$ cat config.mk
export PLATFORM = sky130hd
export DESIGN_NAME = clk_div_prog
export DESIGN_NICKNAME = d
export VERILOG_FILES = /design/src/rtl/clk_div_prog.sv
export SDC_FILE = /design/constraint.sdc
export NUM_CORES = 1
export LEC_CHECK = 0
export BUFFER_PORTS_ARGS = -buffer_cell sky130_fd_sc_hd__buf_2
export CORE_ASPECT_RATIO = 1.1
export CORE_MARGIN = 4
export CORE_UTILIZATION = 60
export DETAILED_ROUTE_END_ITERATION = 10
export GPL_ROUTABILITY_DRIVEN = 0
export PLACE_DENSITY = 0.82
export SLEW_MARGIN = 20
export SYNTH_ARGS = -nofsm -noshare
export SYNTH_HDL_FRONTEND = slang
export SYNTH_SLANG_ARGS = --single-unit
$ cat constraint.sdc
create_clock -name clk -period 7.4 [get_ports clk]
set_input_delay 1.11 -clock clk [delete_from_list [all_inputs] [get_ports clk]]
set_output_delay 1.11 -clock clk [all_outputs]
set_load 0.1 [all_outputs]
$ cat src/rtl/clk_div_prog.sv
// Runtime-programmable clock divider and tick generator with
// glitch-free divisor reload and a manual single-step mode.
module clk_div_prog #(
   parameter int unsigned CNT_W       = 32,
   parameter int unsigned DEFAULT_DIV = 2500000
) (
   input  logic             clk,
   input  logic             rst_n,
   input  logic             en,
   input  logic [1:0]       mode,
   input  logic [CNT_W-1:0] div_in,
   input  logic             div_load,
   input  logic             step,
   output logic             clk_out,
   output logic             tick,
   output logic [CNT_W-1:0] div_cur,
   output logic             div_pending
);

   localparam logic [1:0] MODE_TOG  = 2'd0;
   localparam logic [1:0] MODE_TICK = 2'd1;
   localparam logic [1:0] MODE_STEP = 2'd2;
   localparam logic [1:0] MODE_RSVD = 2'd3;

   localparam logic [CNT_W-1:0] DIV_RST = CNT_W'(DEFAULT_DIV);
   localparam logic [CNT_W-1:0] ONE     = CNT_W'(1);

   logic [CNT_W-1:0] cnt_q, cnt_d;
   logic             clk_out_q, clk_out_d;
   logic             tick_q, tick_d;
   logic [CNT_W-1:0] div_cur_q, div_cur_d;
   logic [CNT_W-1:0] shadow_q, shadow_d;
   logic             pend_q, pend_d;
   logic             step_q, step_d;
   logic [1:0]       mode_q, mode_d;

   logic mode_chg;
   logic running;
   logic frozen;
   logic tc;
   logic step_rise;
   logic apply;
   logic load_ok;

   always_comb begin
      mode_chg  = (mode != mode_q);
      running   = en && ((mode == MODE_TOG) || (mode == MODE_TICK));
      frozen    = !en || (mode == MODE_RSVD);
      tc        = running && (cnt_q == div_cur_q - ONE);
      step_rise = step && !step_q;
      load_ok   = div_load && (div_in != '0);
   end

   always_comb begin
      cnt_d     = cnt_q;
      clk_out_d = clk_out_q;
      tick_d    = 1'b0;
      div_cur_d = div_cur_q;
      shadow_d  = shadow_q;
      pend_d    = pend_q;
      apply     = 1'b0;
      step_d    = step;
      mode_d    = mode;

      // A mode switch restarts everything and masks any TC
      if (mode_chg) begin
         cnt_d     = '0;
         clk_out_d = 1'b0;
      end else if (en) begin
         unique case (mode)
            MODE_TOG, MODE_TICK: begin
               if (tc) begin
                  cnt_d = '0;
                  apply = pend_q;
                  if (mode == MODE_TOG) begin
                     clk_out_d = !clk_out_q;
                  end else begin
                     tick_d = 1'b1;
                  end
               end else begin
                  cnt_d = cnt_q + ONE;
               end
            end
            MODE_STEP: begin
               cnt_d = '0;
               if (step_rise) begin
                  tick_d    = 1'b1;
                  clk_out_d = !clk_out_q;
               end
            end
            default: begin
            end
         endcase
      end

      // While idle there is no boundary to wait for, so apply at once
      if (frozen && pend_q) begin
         apply = 1'b1;
         cnt_d = '0;
      end

      if (apply) begin
         div_cur_d = shadow_q;
         pend_d    = 1'b0;
      end

      if (load_ok) begin
         shadow_d = div_in;
         pend_d   = 1'b1;
      end
   end

   always_ff @(posedge clk or negedge rst_n) begin
      if (!rst_n) begin
         cnt_q     <= '0;
         clk_out_q <= 1'b0;
         tick_q    <= 1'b0;
         div_cur_q <= DIV_RST;
         shadow_q  <= '0;
         pend_q    <= 1'b0;
         step_q    <= 1'b0;
         mode_q    <= MODE_TOG;
      end else begin
         cnt_q     <= cnt_d;
         clk_out_q <= clk_out_d;
         tick_q    <= tick_d;
         div_cur_q <= div_cur_d;
         shadow_q  <= shadow_d;
         pend_q    <= pend_d;
         step_q    <= step_d;
         mode_q    <= mode_d;
      end
   end

   assign clk_out     = clk_out_q;
   assign tick        = tick_q;
   assign div_cur     = div_cur_q;
   assign div_pending = pend_q;

endmodule

==> results.md, run 1 <==
- Status: finished clean
- Crit path max fanout: 36
- FF/Latch Area: 0.00256 mm^2
- Worst-Margin Slew: 0.931 ns
- Max-slew violations: 0
- Hold depth: 2
- Area delta synth->final: 9.21%
- Flops & latches, synth: 102
- Full die area: 0.0116 mm^2
- Critical Path RT: 7.66 ns
- HP Start: shadow_q[1]$_DFFE_PN0P_
- First drt pass iteration count: 7
- Fin. Hold Viols: 0
- Worst skew pair latency: 0.37 ns
- PortBufs: 73
- Max-cap violations: 0
- Initial antenna violation count: 0
- Die Span Y: 113 um
- Highest Clock Rate: 0.254 GHz
- Hold endpoint: div_cur[1]$_DFFE_PN0P_
- WL met2: 7080 um
- Vias in the first global route: 4744
- # DRC: 0
- Worst reg-to-reg setup slack: 3.46 ns
- Core Box Area: 0.00979 mm^2
- Min-Delay Path Class: reg2reg
- Post-synthesis cell area: 0.00599 mm^2
- Sequential area share after synthesis: 42.8%
- WL/cell: 18.9 um
- Clk_skew: 0.0107 ns
- LEAKAGE: 2.80 nW
- Fill cells: 758
- Critical Path Source Type: flop
- Total gr overflow: 0
- Placed wire-length estimate: 10500 um
- Cell Rows: 38
- R2R cell count: 9
- Post-synth EDFFs: 0
- 1st-iter DRT viols: 346
- I/O pin cnt: 74
- CP Class: reg2reg
- Max rail drop VDD: 0.214 mV
- Final core utilization: 66.8%
- Final net count: 675
- GRT Resource Usage Total: 25.8%
- H-tree Lvls: 3
- Async SR Flop Fraction: 100%
- CTS Hold Bufs: 0
- Unrepaired setup endpoints after global routing: false
- Routed wire length: 14400 um
- CTS resizes: 0
- TritonCTS buffer count: 9
- Most common flop cell mapped by yosys: dfrtp_1
- Clk sinks: 102
- Layout cell share with drive strength beyond 1: 28.3%
- Fin crit period: 3.94 ns
- Synth Warn #: 0
- Multi-input logic area: 0.00321 mm^2
- Avg Inst Size Synth: 10.4 um^2
- Largest net degree at the start of global routing: 64
- Final setup viols: 0
- Critical path endpoint category: flop
- M1 WL: 5970 um
- Number of setup buffers added after CTS: 0
- CTS tree: done
- Initial Util: 61.2%
- Setup tns final: 0 ns
- Root Buffer: clkbuf_8
- Arrival @ worst endpoint: 4.20 ns
- Post-synth net total: 616
- Final period utilization: 53.2%
- Post-route ant nets: 0
- Clock Tree Buf Depth: 2
- Gate Count Post-Synth: 575
- Netlist cell types: 70
- Horiz. Die Dim: 103 um
- Clock slew at reported path FFs: 0.10 ns
- Top Metal Used: met4
- Max transition margin: 37.4%
- Power density over cell area: 249 mW/mm^2
- RR Startpoint: div_cur[2]$_DFFE_PN0P_
- Vias after detailed routing: 4857
- Reg2reg end: div_cur[6]$_DFFE_PN0P_
- First-pass GRT wire length: 23800 um
- Ant diodes: 0
- Met3 WL post-DR: 943 um
- Via density: 6.40
==> per-layer routing <==
metal	vias up	track usage, %
met4	0	9.41
met5	-	0
met3	35	3.76
met1	2361	35.7
met2	211	41.3
li1	2250	-
==> per-stage QoR <==
stage	hold slack [ns]	std cells	setup slack, ns	area (um^2)	power [mW]
after global routing	0.533	759	3.17	6540	1.70
after global placement	0.462	743	3.59	6360	1.27
after CTS	0.497	759	3.53	6540	1.63
final	0.496	759	3.46	6540	1.63
after detailed placement	0.469	743	3.55	6360	1.29
after floorplan	0.444	575	3.47	5990	1.17
==> cell families after synthesis <==
| kind of cell | Yosys count | synth area share, % |
|---|---|---|
| AO/OA/AOI/OAI | 91 | 11.0 |
| XOR/XNOR | 44 | 6.43 |
| adder cells (fa/ha/maj) | 2 | 0.418 |
| buffers and inverters | 38 | 3.76 |
| flip-flops | 102 | 42.8 |
| multiplexers | 66 | 13.6 |
| AND/OR/NAND/NOR | 232 | 22.0 |
==> cell usage after synthesis (4+ instances only) <==
master | instances | area (um^2)
a211o_1 | 5 | 43.8
a21o_1 | 8 | 60.1
a21oi_1 | 4 | 20.0
and3_1 | 12 | 75.1
buf_6 | 6 | 67.6
clkbuf_1 | 17 | 63.8
dfrtp_1 | 94 | 2350
dfstp_2 | 8 | 210
inv_1 | 9 | 33.8
mux2_2 | 40 | 450
mux2_4 | 20 | 300
mux2i_1 | 4 | 40.0
nand2_1 | 46 | 173
nand2b_1 | 10 | 62.6
nand3_1 | 23 | 115
nand3b_1 | 4 | 30.0
nand4_1 | 16 | 100
nand4b_1 | 4 | 35.0
nor2_1 | 27 | 101
nor3_1 | 27 | 135
nor3b_1 | 5 | 37.5
nor4_1 | 21 | 131
o211ai_1 | 5 | 37.5
o21ai_0 | 28 | 140
o21ai_1 | 6 | 30.0
or2_2 | 4 | 25.0
or3_1 | 10 | 62.6
or4_1 | 4 | 30.0
xnor2_1 | 25 | 219
xor2_1 | 19 | 166
==> flip-flops by register name (all words and copies together) (netlist names) <==
register,cells
clk_out,1
cnt_q,32
div_cur,32
div_pending,1
mode_q,2
shadow_q,32
step_q,1
tick,1
==> how the worst max path moves through the flow <==
stage	slack (ns)	end	depth (start not counted)	startpoint
2_1_floorplan	3.47	div_cur[4]$_DFFE_PN0P_	12	div_cur[0]$_DFFE_PN0P_
3_3_place_gp	3.59	cnt_q[2]$_DFFE_PN0P_	9	mode[1]
3_5_place_dp	3.55	cnt_q[2]$_DFFE_PN0P_	9	mode[1]
4_1_cts	3.53	div_cur[6]$_DFFE_PN0P_	9	div_cur[2]$_DFFE_PN0P_
5_1_grt	3.17	cnt_q[2]$_DFFE_PN0P_	9	div_cur[2]$_DFFE_PN0P_
6_report	3.46	div_cur[6]$_DFFE_PN0P_	9	div_cur[2]$_DFFE_PN0P_
==> layout by cell type (no fill, tap or decap), types with 9 or more instances in the layout <==
cell and instances:
nor3_1 26, nand3_1 23, xnor2_1 25, or3_1 10, mux2_4 20, xor2_1 19
nand4_1 16, mux2_2 40, nor4_1 21, dfrtp_1 94, buf_2 72, nand2_1 46
and3_1 12, clkbuf_8 9, nand2b_1 10, nor2_1 27, o21ai_0 28, inv_1 9
==> final cells by class <==
cell class / count / area share [%]
clock buffers: 9 / 1.89
clock inverters: 7 / 0.956
inverters: 9 / 0.516
multi-input cells: 435 / 49.1
flip-flops and latches: 102 / 39.2
well taps: 120 / 2.29
repair buffers: 77 / 6.08
==> report_power, final <==
group	switching, mW	leakage, nW	internal [mW]
registers	0.0938	1.26	0.618
clock network	0.215	0.0984	0.131
logic	0.414	1.44	0.156
total	0.723	2.80	0.905
==> critical path, stage by stage, from the launching register on <==
cell and delay, ns:
dfrtp_1 0.51, nor4_4 0.59, nand4_2 0.37, or3_1 0.51
mux2i_1 0.15, o211ai_1 0.37, nand4_1 0.23, o22ai_4 0.16
buf_4 0.49, mux2_2 0.41
No activity file was read; power rests on OpenSTA's default activity.
==> inputs of run 2 (changes only) <==
Settings changed: CORE_UTILIZATION 60 to 53, PLACE_DENSITY 0.82 to 0.77.
Clock period 7.4 ns to 3.4 ns, I/O delays scaled along.
==> run 2 against run 1 <==
Compared with the run above:
- sequential cell count stayed put
- cell area is 9.8% higher
- non-clock buffer count is 36 higher
- die area is 12% higher
- routed wire length is 5.0% higher
- clock power grew to 3.1 times the previous value
- setup slack worse by 3.4 ns
- first-iteration DRC count stayed put
==> results.md, run 2 (synthesis gave the netlist of run 1 again) <==
- Highest cell delay on the worst timing path: 0.60 ns
- Die Span Y: 120 um
- Ant diodes: 0
- Cell Rows: 40
- Cell mode on critical path: buf_12
- Fin crit period: 3.32 ns
- I/O pin cnt: 74
- Vias after detailed routing: 4969
- First drt pass iteration count: 5
- Max transition margin: 44.3%
- FF/Latch Area: 0.00260 mm^2
- Critical path cell sequence: nor4_1 > nand3_1 > buf_4 > o21ai_0 > o211a_1 > nand4_1 > or4_4 > o22ai_4 > buf_12 > buf_12 > mux2_2
- Crit path buf inv count: 3
- Final Cell Area: 0.00718 mm^2
- Initial Util: 54.4%
- Arrival @ worst endpoint: 3.55 ns
- 1st-iter DRT viols: 346
- Horiz. Die Dim: 109 um
- Total power: 4.02 mW
- Crit path max-delay family: simple AND/OR/NAND/NOR gates
- Max-cap violations: 0
- PortBufs: 73
- Crit path max fanout: 7
- # DRC: 0
- Full die area: 0.0131 mm^2
- Post-route ant nets: 0
- Final Non-Filler Cells: 822
- Commonest non-fill, non-tap cell in the layout: dfrtp_1
- Highest Clock Rate: 0.301 GHz
- Placed insts: 794
- Max-slew violations: 0
- Total gr overflow: 0
- Worst skew pair latency: 0.34 ns
- Vias in the first global route: 4789
- Via density: 6.05
- First-pass GRT wire length: 24100 um
- Final setup viols: 0
- Min-Delay Path Class: in2async
- Power density over cell area: 559 mW/mm^2
- Clock Tree Buf Depth: 2
- Routed wire length: 15100 um
- Critical Path RT: 3.62 ns
- Clock slew at reported path FFs: 0.07 ns
- Worst hold margin: 0.257 ns
- Clk_skew: 0.00521 ns
- Crit-path slowest cell: or4_4
- TritonCTS buffer count: 9
- Largest net degree at the start of global routing: 66
- Status: finished clean
- Core Box Area: 0.0110 mm^2
- Clk sinks: 102
- CTS tree: done
- Worst-Margin Slew: 0.836 ns
- Placed wire-length estimate: 10700 um
- LEAKAGE: 3.08 nW
- Layout cell share with drive strength beyond 1: 35.6%
- Initial antenna violation count: 0
- H-tree Lvls: 3
- Root Buffer: clkbuf_16
- Commonest non-fill, non-tap cells in the layout: dfrtp_1, buf_2, nand2_1
- GRT Resource Usage Total: 23.1%
- Fin. Hold Viols: 0
- Fill cells: 854
- Critical path endpoint category: flop
- Max rail drop VDD: 0.421 mV
- CP Class: reg2reg
- Critical Path Source Type: flop
- Final net count: 711
- Final period utilization: 97.7%
- DP Area: 0.00665 mm^2
- Multi-input logic area: 0.00327 mm^2
- WL/cell: 18.3 um
- Area delta synth->final: 19.9%
run 2: area by class of cell:
type	instances	share of cell area (%)
Clock buffer	10	3.33
Clock inverter	6	1.06
Timing Repair Buffer	113	10.8
Inverter	9	0.470
Tap cell	147	2.56
Multi-Input combinational cell	435	45.6
Sequential cell	102	36.2
run 2: what timing repair did:
item,in CTS,in global routing
setup endpoints to repair,1,44
pin swaps,0,8
cloned,0,3
hold buffers,0,0
gates resized for setup,2,10
setup buffers,0,10
run 2: power by group:
group / switching [mW] / leakage [nW] / total, mW / internal [mW]
combinational: 0.977 / 1.67 / 1.41 / 0.429
clock: 0.475 / 0.156 / 1.08 / 0.606
sequential: 0.167 / 1.25 / 1.53 / 1.36
run 2: through the flow:
stage / TNS (ns) / setup slack [ns] / util [%]
6_report: 0 / 0.0789 / 65.3
5_1_grt: -0.305 / -0.0403 / 65.3
4_1_cts: 0 / 0.00628 / 63.4
3_5_place_dp: 0 / 0.0218 / 60.4
3_3_place_gp: 0 / 0.0825 / 60.4
2_1_floorplan: -1.30 / -0.0754 / -
run 2: final timing paths:
path,cells after the start,from,end,slack [ns]
worst max-delay path,11,div_cur[23]$_DFFE_PN0P_,div_cur[11]$_DFFE_PN0P_,0.08
worst min-delay path,1,rst_n,step_q$_DFF_PN0_,0.26
worst max register to register,11,div_cur[23]$_DFFE_PN0P_,div_cur[11]$_DFFE_PN0P_,0.08
worst min register to register,2,shadow_q[1]$_DFFE_PN0P_,div_cur[1]$_DFFE_PN0P_,0.49
max in group asynchronous,2,rst_n,div_cur[17]$_DFFE_PN1P_,2.27
min in group clk,1,step,step_q$_DFF_PN0_,0.29
run 2: per-layer routing:
layer | GRT usage, % | up-vias | wire (um)
met5 | 0 | - | 0
met4 | 8.89 | 0 | 374
met3 | 2.85 | 32 | 732
met2 | 37.2 | 177 | 7550
met1 | 31.7 | 2433 | 6420
li1 | - | 2327 | -
==> inputs of run 3 (changes only) <==
Settings changed: CAP_MARGIN from default to 20, CELL_PAD_IN_SITES_DETAIL_PLACEMENT from default to 1, CELL_PAD_IN_SITES_GLOBAL_PLACEMENT from default to 2, CORE_UTILIZATION 53 to 34, PLACE_DENSITY 0.77 to default, PLACE_DENSITY_LB_ADDON from default to 0.1.
==> run 3 against run 2 <==
Compared with the run above:
- core utilization fell by 23 points
- critical path type unchanged
- clock power down 4%
- via count is 2.6% lower
- clock skew increased by 0.0051 ns
- sequential power about the same
- sequential cell count unchanged
==> results.md, run 3 (synthesis gave the netlist of run 1 again) <==
- Status: finished clean
- Power density over cell area: 551 mW/mm^2
- Crit. Startpoint: div_cur[7]$_DFFE_PN1P_
- H-tree Lvls: 3
- Clock slew at reported path FFs: 0.08 ns
- LEAKAGE: 3.05 nW
- GRT Resource Usage Total: 17.5%
- Crit-path slowest cell: or4_4
- Highest Clock Rate: 0.301 GHz
- Crit path buf inv count: 1
- CP Class: reg2reg
- Post-route ant nets: 0
- WL/cell: 18.7 um
- Pre-CTS WS: -0.105 ns
- Via density: 5.33
- Max-cap violations: 0
- First-pass GRT wire length: 27600 um
- Max rail drop VDD: 0.427 mV
- R2R cell count: 9
- Cell Rows: 50
- Area delta synth->final: 20.9%
- Final setup margin: 0.0801 ns
- First drt pass iteration count: 4
- Ant diodes: 0
- Core Box Area: 0.0171 mm^2
- Worst hold margin: 0.216 ns
- 1st-iter DRT viols: 170
- TritonCTS buffer count: 9
- Number of cells on the critical path: 9
- Initial antenna violation count: 0
- Commonest non-fill, non-tap cells in the layout: dfrtp_1, buf_2, nand2_1
- Max transition margin: 62.1%
- Worst Setup EP: div_cur[9]$_DFFE_PN0P_
- Min-Delay Path Class: in2async
- Vias in the first global route: 5100
- Fin crit period: 3.32 ns
- Vias after detailed routing: 4842
- Arrival @ worst endpoint: 3.56 ns
- Final net count: 710
- Critical path cell sequence: or4_4 > nor4_4 > a31oi_1 > nor2_1 > nand4_1 > or4_4 > o22ai_4 > buf_12 > mux2_2
- Worst reg-to-reg setup slack: 0.08 ns
- Critical Path RT: 3.64 ns
- Routed wire length: 17000 um
- Layout cell share with drive strength beyond 1: 36.2%
- Clk sinks: 102
- CTS Hold Bufs: 0
- Final setup viols: 0
- Clock Tree Buf Depth: 2
- # DRC: 0
- Clk_skew: 0.0103 ns
- Cell mode on critical path: or4_4
- Initial Util: 34.9%
- Die Span Y: 147 um
- Max-slew violations: 0
- Root Buffer: clkbuf_16
- Final period utilization: 97.6%
- Largest net degree at the start of global routing: 103
- Worst skew pair latency: 0.35 ns
- Unrepaired setup endpoints after global routing: true
- Worst-Margin Slew: 0.569 ns
- Crit path max-delay family: simple AND/OR/NAND/NOR gates
- Critical path endpoint category: flop
- PortBufs: 73
- Full die area: 0.0198 mm^2
- RR Startpoint: div_cur[7]$_DFFE_PN1P_
- Critical Path Source Type: flop
- Reg2reg end: div_cur[9]$_DFFE_PN0P_
- Horiz. Die Dim: 135 um
- Fin. Hold Viols: 0
- CTS tree: done
- Total gr overflow: 0
- Placed wire-length estimate: 12800 um
- Highest cell delay on the worst timing path: 0.60 ns
- I/O pin cnt: 74
- Crit path max fanout: 14
- Commonest non-fill, non-tap cell in the layout: dfrtp_1
run 3: per-stage QoR:
stage	cells	TNS [ns]	area, um^2	util (%)	power (mW)
2_1_floorplan	575	-1.30	6050	-	2.58
3_5_place_dp	887	-2.08	6820	39.8	2.94
4_1_cts	907	0	7210	42.0	4.02
5_1_grt	908	-0.0442	7250	42.3	4.18
6_report	908	0	7250	42.3	3.99
3_3_place_gp	887	-0.326	6820	39.8	2.91
run 3: cell type report:
type	count	area [um^2]
multi-input cells	435	3310
fillers	1970	9900
flip-flops and latches	102	2600
repair buffers	112	709
well taps	234	293
clock buffers	10	239
clock inverters	6	62.6
inverters	9	33.8
run 3: worst min path at each step:
stage | from | endpoint | slack, ns | cells after the start
floorplan | rst_n | clk_out$_DFFE_PN0P_ | 0.21 | 0
global placement | shadow_q[4]$_DFFE_PN0P_ | div_cur[4]$_DFFE_PN0P_ | 0.48 | 1
detailed placement | shadow_q[23]$_DFFE_PN0P_ | div_cur[23]$_DFFE_PN0P_ | 0.48 | 2
CTS | rst_n | step_q$_DFF_PN0_ | 0.24 | 2
global route | rst_n | tick$_DFF_PN0_ | 0.26 | 2
finish | rst_n | step_q$_DFF_PN0_ | 0.22 | 2
run 3: timing repair:
| item | in CTS | in global routing |
|---|---|---|
| buffers inserted | 3 | 2 |
| cloned | 1 | 0 |
| setup endpoints to repair | 48 | 44 |
| pin swaps | 7 | 7 |
| resized for setup | 8 | 12 |
| endpoints found under the hold margin | 0 | 0 |
run 3: layer usage:
layer / up-vias / GRT usage (%) / routed length, um
met4: 0 / 5.19 / 303
met1: 2426 / 23.9 / 8020
met5: - / 0 / 0
met3: 18 / 2.36 / 487
met2: 78 / 29.0 / 8170
li1: 2320 / - / -
run 3: where the power goes:
group | total [mW] | switching, mW | leakage (nW) | internal, mW
registers | 1.51 | 0.148 | 1.25 | 1.36
clock network | 1.04 | 0.505 | 0.148 | 0.537
logic | 1.44 | 1.01 | 1.65 | 0.433
run 3: worst register-to-register path, cell delays in order (launching register included):
cell	delay, ns
dfstp_4	0.50
or4_4	0.55
nor4_4	0.35
a31oi_1	0.13
nor2_1	0.17
nand4_1	0.11
or4_4	0.60
o22ai_4	0.24
buf_12	0.20
mux2_2	0.34
